### src/rtl/billiard_pkg.sv
// Shared fixed-point constants, table geometry and integrator FSM states
// for the billiard physics pipeline.
package billiard_pkg;

    localparam int WIDTH      = 32;
    localparam int FRAC_WIDTH = 30;
    localparam int DT_SHIFT   = 6;
    localparam int FRIC_SHIFT = 8;

    localparam logic signed [WIDTH-1:0] ONE    = 32'sh4000_0000;
    localparam logic signed [WIDTH-1:0] V_EPS  = 32'sh0004_0000;
    localparam logic signed [WIDTH-1:0] X_MIN  = 32'shD000_0000;
    localparam logic signed [WIDTH-1:0] X_MAX  = 32'sh3000_0000;
    localparam logic signed [WIDTH-1:0] Y_MIN  = 32'shE000_0000;
    localparam logic signed [WIDTH-1:0] Y_MAX  = 32'sh2000_0000;
    localparam logic signed [WIDTH-1:0] BALL_R = 32'sh0200_0000;

    typedef enum logic [2:0] {
        IDLE,
        CUE_MOVE,
        CUE_FIN,
        BALL_MOVE,
        BALL_FIN,
        DONE
    } state_t;

endpackage

### src/rtl/ball_axis_step.sv
// One-axis integrator datapath: saturating move, or friction + stop
// threshold + wall bounce on an already-moved position.
module ball_axis_step #(
    parameter int WIDTH      = 32,
    parameter int DT_SHIFT   = 6,
    parameter int FRIC_SHIFT = 8,
    parameter logic signed [WIDTH-1:0] V_EPS  = 32'sh0004_0000,
    parameter logic signed [WIDTH-1:0] P_MIN  = 32'shD000_0000,
    parameter logic signed [WIDTH-1:0] P_MAX  = 32'sh3000_0000,
    parameter logic signed [WIDTH-1:0] BALL_R = 32'sh0200_0000
) (
    input  logic                    i_fin,
    input  logic signed [WIDTH-1:0] i_p,
    input  logic signed [WIDTH-1:0] i_v,
    output logic signed [WIDTH-1:0] o_p,
    output logic signed [WIDTH-1:0] o_v
);

    localparam logic signed [WIDTH-1:0] S_MAX   = {1'b0, {(WIDTH-1){1'b1}}};
    localparam logic signed [WIDTH-1:0] S_MIN   = {1'b1, {(WIDTH-1){1'b0}}};
    localparam logic signed [WIDTH-1:0] P_HI    = P_MAX - BALL_R;
    localparam logic signed [WIDTH-1:0] P_LO    = P_MIN + BALL_R;
    localparam logic signed [WIDTH-1:0] NEG_EPS = -V_EPS;

    logic signed [WIDTH-1:0] w_dp;
    logic signed [WIDTH:0]   w_sum;
    logic signed [WIDTH-1:0] w_p_mv;
    logic signed [WIDTH-1:0] w_v_fr;
    logic signed [WIDTH-1:0] w_v_stop;
    logic signed [WIDTH-1:0] w_v_neg;

    assign w_dp  = i_v >>> DT_SHIFT;
    assign w_sum = {i_p[WIDTH-1], i_p} + {w_dp[WIDTH-1], w_dp};

    // Overflow shows up as the two top bits of the widened sum disagreeing
    always_comb begin
        w_p_mv = w_sum[WIDTH-1:0];
        if (w_sum[WIDTH] != w_sum[WIDTH-1]) begin
            w_p_mv = w_sum[WIDTH] ? S_MIN : S_MAX;
        end
    end

    assign w_v_fr = i_v - (i_v >>> FRIC_SHIFT);

    always_comb begin
        w_v_stop = w_v_fr;
        if (w_v_fr > NEG_EPS && w_v_fr < V_EPS) begin
            w_v_stop = '0;
        end
    end

    assign w_v_neg = (w_v_stop == S_MIN) ? S_MAX : -w_v_stop;

    always_comb begin
        o_p = w_p_mv;
        o_v = i_v;
        if (i_fin) begin
            o_p = i_p;
            o_v = w_v_stop;
            if (i_p > P_HI) begin
                o_p = P_HI;
                o_v = w_v_neg;
            end else if (i_p < P_LO) begin
                o_p = P_LO;
                o_v = w_v_neg;
            end
        end
    end

endmodule

### src/rtl/ball_step_integrator.sv
// Two-ball position integrator: cue then object ball, each a move cycle
// followed by a friction/bounce cycle, through one shared x/y datapath.
module ball_step_integrator #(
    parameter int WIDTH      = billiard_pkg::WIDTH,
    parameter int FRAC_WIDTH = billiard_pkg::FRAC_WIDTH,
    parameter int DT_SHIFT   = billiard_pkg::DT_SHIFT,
    parameter int FRIC_SHIFT = billiard_pkg::FRIC_SHIFT,
    parameter logic signed [WIDTH-1:0] V_EPS  = billiard_pkg::V_EPS,
    parameter logic signed [WIDTH-1:0] X_MIN  = billiard_pkg::X_MIN,
    parameter logic signed [WIDTH-1:0] X_MAX  = billiard_pkg::X_MAX,
    parameter logic signed [WIDTH-1:0] Y_MIN  = billiard_pkg::Y_MIN,
    parameter logic signed [WIDTH-1:0] Y_MAX  = billiard_pkg::Y_MAX,
    parameter logic signed [WIDTH-1:0] BALL_R = billiard_pkg::BALL_R
) (
    input  logic                    clk,
    input  logic                    rst,
    input  logic                    step_valid,
    output logic                    step_ready,
    input  logic signed [WIDTH-1:0] cue_x_in,
    input  logic signed [WIDTH-1:0] cue_y_in,
    input  logic signed [WIDTH-1:0] cue_vx_in,
    input  logic signed [WIDTH-1:0] cue_vy_in,
    input  logic signed [WIDTH-1:0] ball_x_in,
    input  logic signed [WIDTH-1:0] ball_y_in,
    input  logic signed [WIDTH-1:0] ball_vx_in,
    input  logic signed [WIDTH-1:0] ball_vy_in,
    output logic signed [WIDTH-1:0] cue_x,
    output logic signed [WIDTH-1:0] cue_y,
    output logic signed [WIDTH-1:0] cue_vx,
    output logic signed [WIDTH-1:0] cue_vy,
    output logic signed [WIDTH-1:0] ball_x,
    output logic signed [WIDTH-1:0] ball_y,
    output logic signed [WIDTH-1:0] ball_vx,
    output logic signed [WIDTH-1:0] ball_vy,
    output logic                    out_valid
);

    import billiard_pkg::*;

    if (FRAC_WIDTH >= WIDTH || DT_SHIFT >= WIDTH || FRIC_SHIFT >= WIDTH) begin : g_bad_cfg
        $error("ball_step_integrator: shift or fraction width exceeds WIDTH");
    end

    state_t r_state;
    state_t w_next;

    logic signed [WIDTH-1:0] r_cx, r_cy, r_cvx, r_cvy;
    logic signed [WIDTH-1:0] r_bx, r_by, r_bvx, r_bvy;

    logic                    w_is_ball;
    logic                    w_fin;
    logic signed [WIDTH-1:0] w_px_in, w_py_in, w_vx_in, w_vy_in;
    logic signed [WIDTH-1:0] w_px, w_py, w_vx, w_vy;

    always_ff @(posedge clk) begin
        if (!rst) begin
            r_state <= IDLE;
        end else begin
            r_state <= w_next;
        end
    end

    always_comb begin
        w_next = r_state;
        unique case (r_state)
            IDLE:      if (step_valid) w_next = CUE_MOVE;
            CUE_MOVE:  w_next = CUE_FIN;
            CUE_FIN:   w_next = BALL_MOVE;
            BALL_MOVE: w_next = BALL_FIN;
            BALL_FIN:  w_next = DONE;
            DONE:      w_next = IDLE;
            default:   w_next = IDLE;
        endcase
    end

    assign step_ready = rst && (r_state == IDLE);
    assign out_valid  = rst && (r_state == DONE);

    assign w_is_ball = (r_state == BALL_MOVE) || (r_state == BALL_FIN);
    assign w_fin     = (r_state == CUE_FIN) || (r_state == BALL_FIN);

    assign w_px_in = w_is_ball ? r_bx  : r_cx;
    assign w_py_in = w_is_ball ? r_by  : r_cy;
    assign w_vx_in = w_is_ball ? r_bvx : r_cvx;
    assign w_vy_in = w_is_ball ? r_bvy : r_cvy;

    ball_axis_step #(
        .WIDTH(WIDTH), .DT_SHIFT(DT_SHIFT), .FRIC_SHIFT(FRIC_SHIFT),
        .V_EPS(V_EPS), .P_MIN(X_MIN), .P_MAX(X_MAX), .BALL_R(BALL_R)
    ) u_axis_x (
        .i_fin(w_fin), .i_p(w_px_in), .i_v(w_vx_in),
        .o_p(w_px), .o_v(w_vx)
    );

    ball_axis_step #(
        .WIDTH(WIDTH), .DT_SHIFT(DT_SHIFT), .FRIC_SHIFT(FRIC_SHIFT),
        .V_EPS(V_EPS), .P_MIN(Y_MIN), .P_MAX(Y_MAX), .BALL_R(BALL_R)
    ) u_axis_y (
        .i_fin(w_fin), .i_p(w_py_in), .i_v(w_vy_in),
        .o_p(w_py), .o_v(w_vy)
    );

    // Working registers hold captured state, then intermediate results
    always_ff @(posedge clk) begin
        if (!rst) begin
            r_cx    <= '0; r_cy    <= '0; r_cvx   <= '0; r_cvy   <= '0;
            r_bx    <= '0; r_by    <= '0; r_bvx   <= '0; r_bvy   <= '0;
            cue_x   <= '0; cue_y   <= '0; cue_vx  <= '0; cue_vy  <= '0;
            ball_x  <= '0; ball_y  <= '0; ball_vx <= '0; ball_vy <= '0;
        end else begin
            unique case (r_state)
                IDLE: begin
                    if (step_valid) begin
                        r_cx  <= cue_x_in;   r_cy  <= cue_y_in;
                        r_cvx <= cue_vx_in;  r_cvy <= cue_vy_in;
                        r_bx  <= ball_x_in;  r_by  <= ball_y_in;
                        r_bvx <= ball_vx_in; r_bvy <= ball_vy_in;
                    end
                end
                CUE_MOVE: begin
                    r_cx <= w_px;
                    r_cy <= w_py;
                end
                CUE_FIN: begin
                    r_cx  <= w_px; r_cy  <= w_py;
                    r_cvx <= w_vx; r_cvy <= w_vy;
                end
                BALL_MOVE: begin
                    r_bx <= w_px;
                    r_by <= w_py;
                end
                BALL_FIN: begin
                    r_bx    <= w_px; r_by    <= w_py;
                    r_bvx   <= w_vx; r_bvy   <= w_vy;
                    cue_x   <= r_cx; cue_y   <= r_cy;
                    cue_vx  <= r_cvx; cue_vy <= r_cvy;
                    ball_x  <= w_px; ball_y  <= w_py;
                    ball_vx <= w_vx; ball_vy <= w_vy;
                end
                DONE: begin
                end
                default: begin
                end
            endcase
        end
    end

endmodule

### config.mk
export PLATFORM = sky130hd
export DESIGN_NAME = ball_step_integrator
export DESIGN_NICKNAME = d
export VERILOG_FILES = /design/src/rtl/billiard_pkg.sv /design/src/rtl/ball_axis_step.sv /design/src/rtl/ball_step_integrator.sv
export SDC_FILE = /design/constraint.sdc
export NUM_CORES = 2
export LEC_CHECK = 0
export ABC_AREA = 1
export ABC_CLOCK_PERIOD_IN_PS = 8000
export CAP_MARGIN = 5
export CORE_MARGIN = 3
export CORE_UTILIZATION = 56
export CTS_CLUSTER_DIAMETER = 60
export DETAILED_ROUTE_END_ITERATION = 10
export PLACE_DENSITY_LB_ADDON = 0.3
export SETUP_SLACK_MARGIN = 0.1
export SYNTH_ARGS = -nofsm -noshare
export SYNTH_HDL_FRONTEND = slang
export SYNTH_SLANG_ARGS = --single-unit
### constraint.sdc
create_clock -name clk -period 8 [get_ports clk]
set_input_delay 1.2 -clock clk [delete_from_list [all_inputs] [get_ports clk]]
set_output_delay 1.2 -clock clk [all_outputs]
set_load 0.01 [all_outputs]
### Yosys cells after proc, flatten, opt, wreduce, memory -nomap -nowiden

Cells that the tools add are included.

* order comparisons: 8
* equal/unequal tests: 10
* reduce and logical (&&, ||, !) cells: 17
* add/sub/neg operators: 6
* mux-type cells: 42

Operators by type and width (number)
* $mux 32: 32
* $pmux 32 s2: 8
* $add 32x26->33: 2
* $eq 32x32->1 const B: 2
* $gt 32x19->1 const B: 2
* $lt 32x20->1 const B: 2
* $neg 32->32: 2
* $sub 32x24->32: 2
* $gt 32x30->1 const B: 1
* $gt 32x31->1 const B: 1
* $lt 32x30->1 const B: 1
* $lt 32x31->1 const B: 1
* $pmux 3 s5: 1
* $reduce_and 2->1: 4
* $reduce_bool 2->1: 4
* $eq 3x2->1 const B: 2
* $eq 3x3->1 const B: 2
* $logic_and 1x1->1: 4
* $reduce_or 2->1: 2
* $eq 3x1->1 const B: 1
* $logic_not 3->1: 1
* $mux 3: 1
* $logic_or 1x1->1: 2
* $ne 1x1->1: 2
* $ne 2x2->1 const B: 1

* logic and storage cells: 100
* output and inout bits: 258
* register bits after elaboration: 515

### Logic depth before layout (Yosys ltp)

* depth in word-level cells: 13
* depth in mapped cells: 50
* mapped depth without buffers: 38

### Cells and area by module

A second synthesis with hierarchy kept.

* cells, all modules: 6204
* area, all modules: 36115.9 µm²

Modules (own cells, without submodules)
* ball_step_integrator: instances 1, area each 22313.9 µm², cells each 3413
* ball_axis_step at u_axis_y: instances 1, area each 6944.2 µm², cells each 1393
* ball_axis_step at u_axis_x: instances 1, area each 6857.8 µm², cells each 1398

### Worst setup path before layout

No wires, ideal clock.

* kind: flip-flop to flip-flop
* from: reg r_state[2]
* to: reg ball_vx[20]
* period minus slack after synthesis: 6.859 ns
* cell stages (with the launch flop): 44
* setup time: 0.070 ns
* slack: 1.141 ns
* data arrival time: 6.789 ns
* path through: dfxtp_1 o21ai_4 nand2_4 buf_6 buf_2 buf_6 buf_2 buf_2 buf_2 buf_2 clkbuf_1 clkbuf_1 clkbuf_1 buf_1 nand2_1 o21ai_0 ha_1 a21oi_1 [... 8 more ...] nand2_1 nand2_2 buf_6 buf_2 buf_2 nand2_1 ha_1 nand2_1 nor2_2 nand3_1 nor2_4 nand4_2 nand2_4 inv_4 buf_6 nand2_2 nand2_1 a21oi_1

* word-level cells in the longest chain between the ends: 12
* elaborated cells between the ends (all ways): 20

Ends and longest elaborated chain
* from (decl): line ball_step_integrator.sv:44 `state_t r_state;`
* from (signal assigned): line ball_step_integrator.sv:59 `r_state <= w_next;`
* $eq 3x2->1 or $eq 3x3->1 (tied branches): line ball_step_integrator.sv:79, ball_step_integrator.sv:80, ball_step_integrator.sv:111
* $logic_or 1x1->1: line ball_step_integrator.sv:79 `assign w_is_ball = (r_state == BALL_MOVE) || (r_state == BALL_FIN);`
* $mux 32: line ball_step_integrator.sv:84 `assign w_vx_in = w_is_ball ? r_bvx : r_cvx;`
* $sub 32x24->32: line ball_axis_step.sv:43 `assign w_v_fr = i_v - (i_v >>> FRIC_SHIFT);`
* $gt 32x19->1 or $lt 32x20->1 (tied branches): line ball_axis_step.sv:47 `if (w_v_fr > NEG_EPS && w_v_fr < V_EPS) begin`
* $logic_and 1x1->1: line ball_axis_step.sv:47
* $mux 32: line ball_axis_step.sv:47
* $neg 32->32 or $eq 32x32->1 (tied branches): line ball_axis_step.sv:52 `assign w_v_neg = (w_v_stop == S_MIN) ? S_MAX : -w_v_stop;`
* $mux 32: line ball_axis_step.sv:52
* $mux 32: line ball_axis_step.sv:63 `end else if (i_p < P_LO) begin`
* $mux 32: line ball_axis_step.sv:60 `if (i_p > P_HI) begin`
* $mux 32: line ball_axis_step.sv:57 `if (i_fin) begin`
* to (signal assigned): line ball_step_integrator.sv:138 `ball_vx <= w_vx; ball_vy <= w_vy;`
* to (decl): line ball_step_integrator.sv:33 `output logic signed [WIDTH-1:0] ball_vx,`

Parallel ways exist; a longest one is shown, timed or not.
A chain may end at the register's enable or synchronous reset.

### Final worst setup path

* from: reg r_state[2]
* to: reg r_cvy[31]

* word-level cells in the longest chain between the ends: 13
* elaborated cells between the ends (all ways): 25

Ends and longest elaborated chain
* $eq 3x2->1 or $eq 3x3->1 (tied branches): line ball_step_integrator.sv:79, ball_step_integrator.sv:80
* $logic_or 1x1->1: line ball_step_integrator.sv:79
* $mux 32: line ball_step_integrator.sv:85 `assign w_vy_in = w_is_ball ? r_bvy : r_cvy;`
* $sub 32x24->32: line ball_axis_step.sv:43
* $gt 32x19->1 or $lt 32x20->1 (tied branches): line ball_axis_step.sv:47
* $logic_and 1x1->1: line ball_axis_step.sv:47
* $mux 32: line ball_axis_step.sv:47
* $neg 32->32 or $eq 32x32->1 (tied branches): line ball_axis_step.sv:52
* $mux 32: line ball_axis_step.sv:52
* $mux 32: line ball_axis_step.sv:63
* $mux 32: line ball_axis_step.sv:60
* $mux 32: line ball_axis_step.sv:57
* $pmux 32 s2: line ball_step_integrator.sv:111 `unique case (r_state)`
* to (signal assigned): line ball_step_integrator.sv:115 `r_cvx <= cue_vx_in; r_cvy <= cue_vy_in;`
* to (signal assigned): line ball_step_integrator.sv:126 `r_cvx <= w_vx; r_cvy <= w_vy;`
* to (decl): line ball_step_integrator.sv:47 `logic signed [WIDTH-1:0] r_cx, r_cy, r_cvx, r_cvy;`

Parallel ways exist; a longest one is shown, timed or not.

==> results_dict.tcl <==
set metrics [dict create \
    status "finished, final reports clean" \
    dr.pass1.iters 7 \
    fin_skew_ns 0.02919 \
    row_count 90 \
    insertion_delay_ns 0.64 \
    die_width_um 255.4 \
    core_mm2 0.06092 \
    path_depth 31 \
    min_from "ball_vx[11]$_SDFFE_PN0P_" \
    crit_slowest_cell "dfxtp_1" \
    crit_fanout 76 \
    die_height_um 255.4 \
    io_buffers 516 \
    worstHoldPathType "flip-flop to flip-flop" \
    wire_per_inst_um 21.45 \
    drv_cap 0 \
    synth_top_area_cell "dfxtp_1" \
    synthTopCellsByArea "dfxtp_1, nand2_1, o21ai_0" \
    finalWirelength_mm 147.5 \
    via_per_inst 6.060 \
    cts_tree "built" \
    required_ns 8.48 \
    synth.top_cell.area_share_pct 29.60 \
    fin_crit_sh_pct 87.62 \
    multi_input_area_mm2 0.02087 \
    final_cells 6878 \
    die-area_mm2 0.06522 \
    drv_slew 0 \
    period_needed_ns 7.009 \
    cts_buffers 53 \
    syn_nets 6034 \
    clk_path_buf_depth 3 \
    drt_iter0_drc 5887 \
    synth_edf_count 0 \
    antenna_left 0 \
    vias 41684 \
    regArea_mm2 0.01031 \
    cts_root_buf "clkbuf_16" \
    max_freq_mhz 142.7 \
    worstReg2RegStart "r_state[2]$_SDFFE_PN0P_" \
    seq_area_frac_synth_pct 29.60 \
    fin_util_pct 68.87 \
    power.leakage_uw 0.01931 \
    setup-violations-final 0 \
    cts_setup_buffers 0 \
    nNetsFinal 6347 \
    synth_cells 5689 \
    syn2layout_area_growth_pct 20.48 \
    htreeDepth 2 \
    clkTransAtPathRegs_ns 0.07 \
    setup-tns-final_ns 0 \
    max_stage_delay_ns 0.54 \
    vdd_ir_drop_max_uv 212.5 \
    end_kind "flip-flop" \
    synth_area_per_cell_um2 6.122 \
    ys_seq_elements 515 \
    holdPathEnd "ball_vx[11]$_SDFFE_PN0P_" \
    yosys.cell_types.count 66 \
    rsz0062_at_grt "no" \
    cts_resized 0 \
    grt_pass1_vias 37990 \
    mostFrequentLayoutCell "nand2_1" \
    grt_usage_pct 42.55 \
    synth_top_flop_cell "dfxtp_1" \
    r2r_cells 31 \
    dp.cells 6774 \
    gr-total-overflow 0 \
    syn_area_mm2 0.03483 \
    dp_hpwl_mm 110.8 \
    gp_congestion 1.047 \
    hold_violations 0 \
    r2r-end "r_cvy[31]$_SDFFE_PN0P_" \
    drc_errors 0 \
    path_delay_family "simple AND/OR/NAND/NOR gates" \
    tightestPinTransition_ns 1.185 \
    worstPathArrival_ns 7.49 \
    start_util_pct 57.17 \
    whs_path_depth 2 \
    worst-path-buf-inv 7 \
    worst-setup-path-type "flip-flop to flip-flop" \
    cts_hold_buf 0 \
    r2r_slack_ns 0.99 \
    relSlewSlack_pct 20.84 \
    grt_pass1_wl_mm 221.3 \
    crit_top_cell "nand2_1" \
    antenna_found_initial 4 \
    grt_max_degree 219 \
    yosys_warnings 0 \
    final_cell_mix "nand2_1, o21ai_0, inv_1" \
    drive_gt1_share_pct 5.953 \
    start_kind "flip-flop" \
    io_pins 517 \
    clkSinkCount 515 \
    postSynth.asyncResetShare_pct 0 \
    fillCellCount 5270 \
    powerDensity_mw_per_mm2 374.5 \
]
==> Yosys cell counts, types with 41 or more instances <==
library cell	number
a21oi_1	512
buf_2	47
clkbuf_1	211
dfxtp_1	515
ha_1	84
inv_1	592
nand2_1	1649
nand2_2	53
nand3_1	348
nand3_2	44
nand3b_1	41
nand4_1	60
nor2_1	408
o21ai_0	651
o21ai_1	52
xor2_1	43
==> tightest hold or removal path, stage by stage (launching register included) <==
cell	delay, ns
dfxtp_1	0.31
nand2_1	0.06
a21oi_1	0.06
==> kinds of logic (layout without fill, tap and decap cells) <==
group | count (synthesis) | in the layout | synth area share, %
multiplexers | 2 | 2 | 0.05748
buffers and inverters | 922 | 1280 | 10.61
AND/OR/NAND/NOR | 2705 | 2705 | 33.37
adder cells (fa/ha/maj) | 86 | 86 | 3.133
AO/OA/AOI/OAI | 1389 | 1389 | 21.45
flip-flops | 515 | 515 | 29.60
XOR/XNOR | 70 | 70 | 1.782
other | 0 | 3 | 0
==> metrics by stage <==
step	area [µm²]	hold slack [ns]	setup WS [ns]	total power, µW
after floorplan	34830	0.4390	1.141	9710
after global placement	40040	0.4481	1.323	12560
after detailed placement	40040	0.4577	1.156	12570
after CTS	41940	0.4681	1.133	15300
after global routing	41950	0.4871	0.4769	16660
final	41960	0.4654	0.9906	15710
==> how the worst max path moves through the flow <==
stage / to / start
after floorplan: ball_vx[20]$_SDFFE_PN0P_ / r_state[2]$_SDFFE_PN0P_
after global placement: ball_vx[14]$_SDFFE_PN0P_ / r_state[2]$_SDFFE_PN0P_
after detailed placement: r_bvx[14]$_SDFFE_PN0P_ / r_state[2]$_SDFFE_PN0P_
after CTS: r_bvx[14]$_SDFFE_PN0P_ / r_state[2]$_SDFFE_PN0P_
after global routing: ball_vy[3]$_SDFFE_PN0P_ / r_state[2]$_SDFFE_PN0P_
final: r_cvy[31]$_SDFFE_PN0P_ / r_state[2]$_SDFFE_PN0P_
==> metal layers <==
layer  GRT usage [%]  wire, µm  vias up
li1                -         -    19229
met1           56.39     57970    18991
met2           64.57     61990     2995
met3           10.88     19320      469
met4           20.50      8257        0
met5               0         0        -
==> area by class of cell <==
| type | instances | area share [%] |
|---|---|---|
| Sequential cell | 515 | 24.57 |
| Inverter | 630 | 5.684 |
| Clock inverter | 26 | 0.9214 |
| Antenna cell | 3 | 0.01789 |
| Tap cell | 828 | 2.469 |
| Multi-Input combinational cell | 4252 | 49.74 |
| Clock buffer | 74 | 3.587 |
| Timing Repair Buffer | 550 | 13.01 |
==> where the power goes <==
part / switching [µW] / internal [µW]
clock network: 1150 / 1560
registers: 198 / 2920
logic: 7110 / 2780
Note: power is estimated with default switching activity, not from simulation.
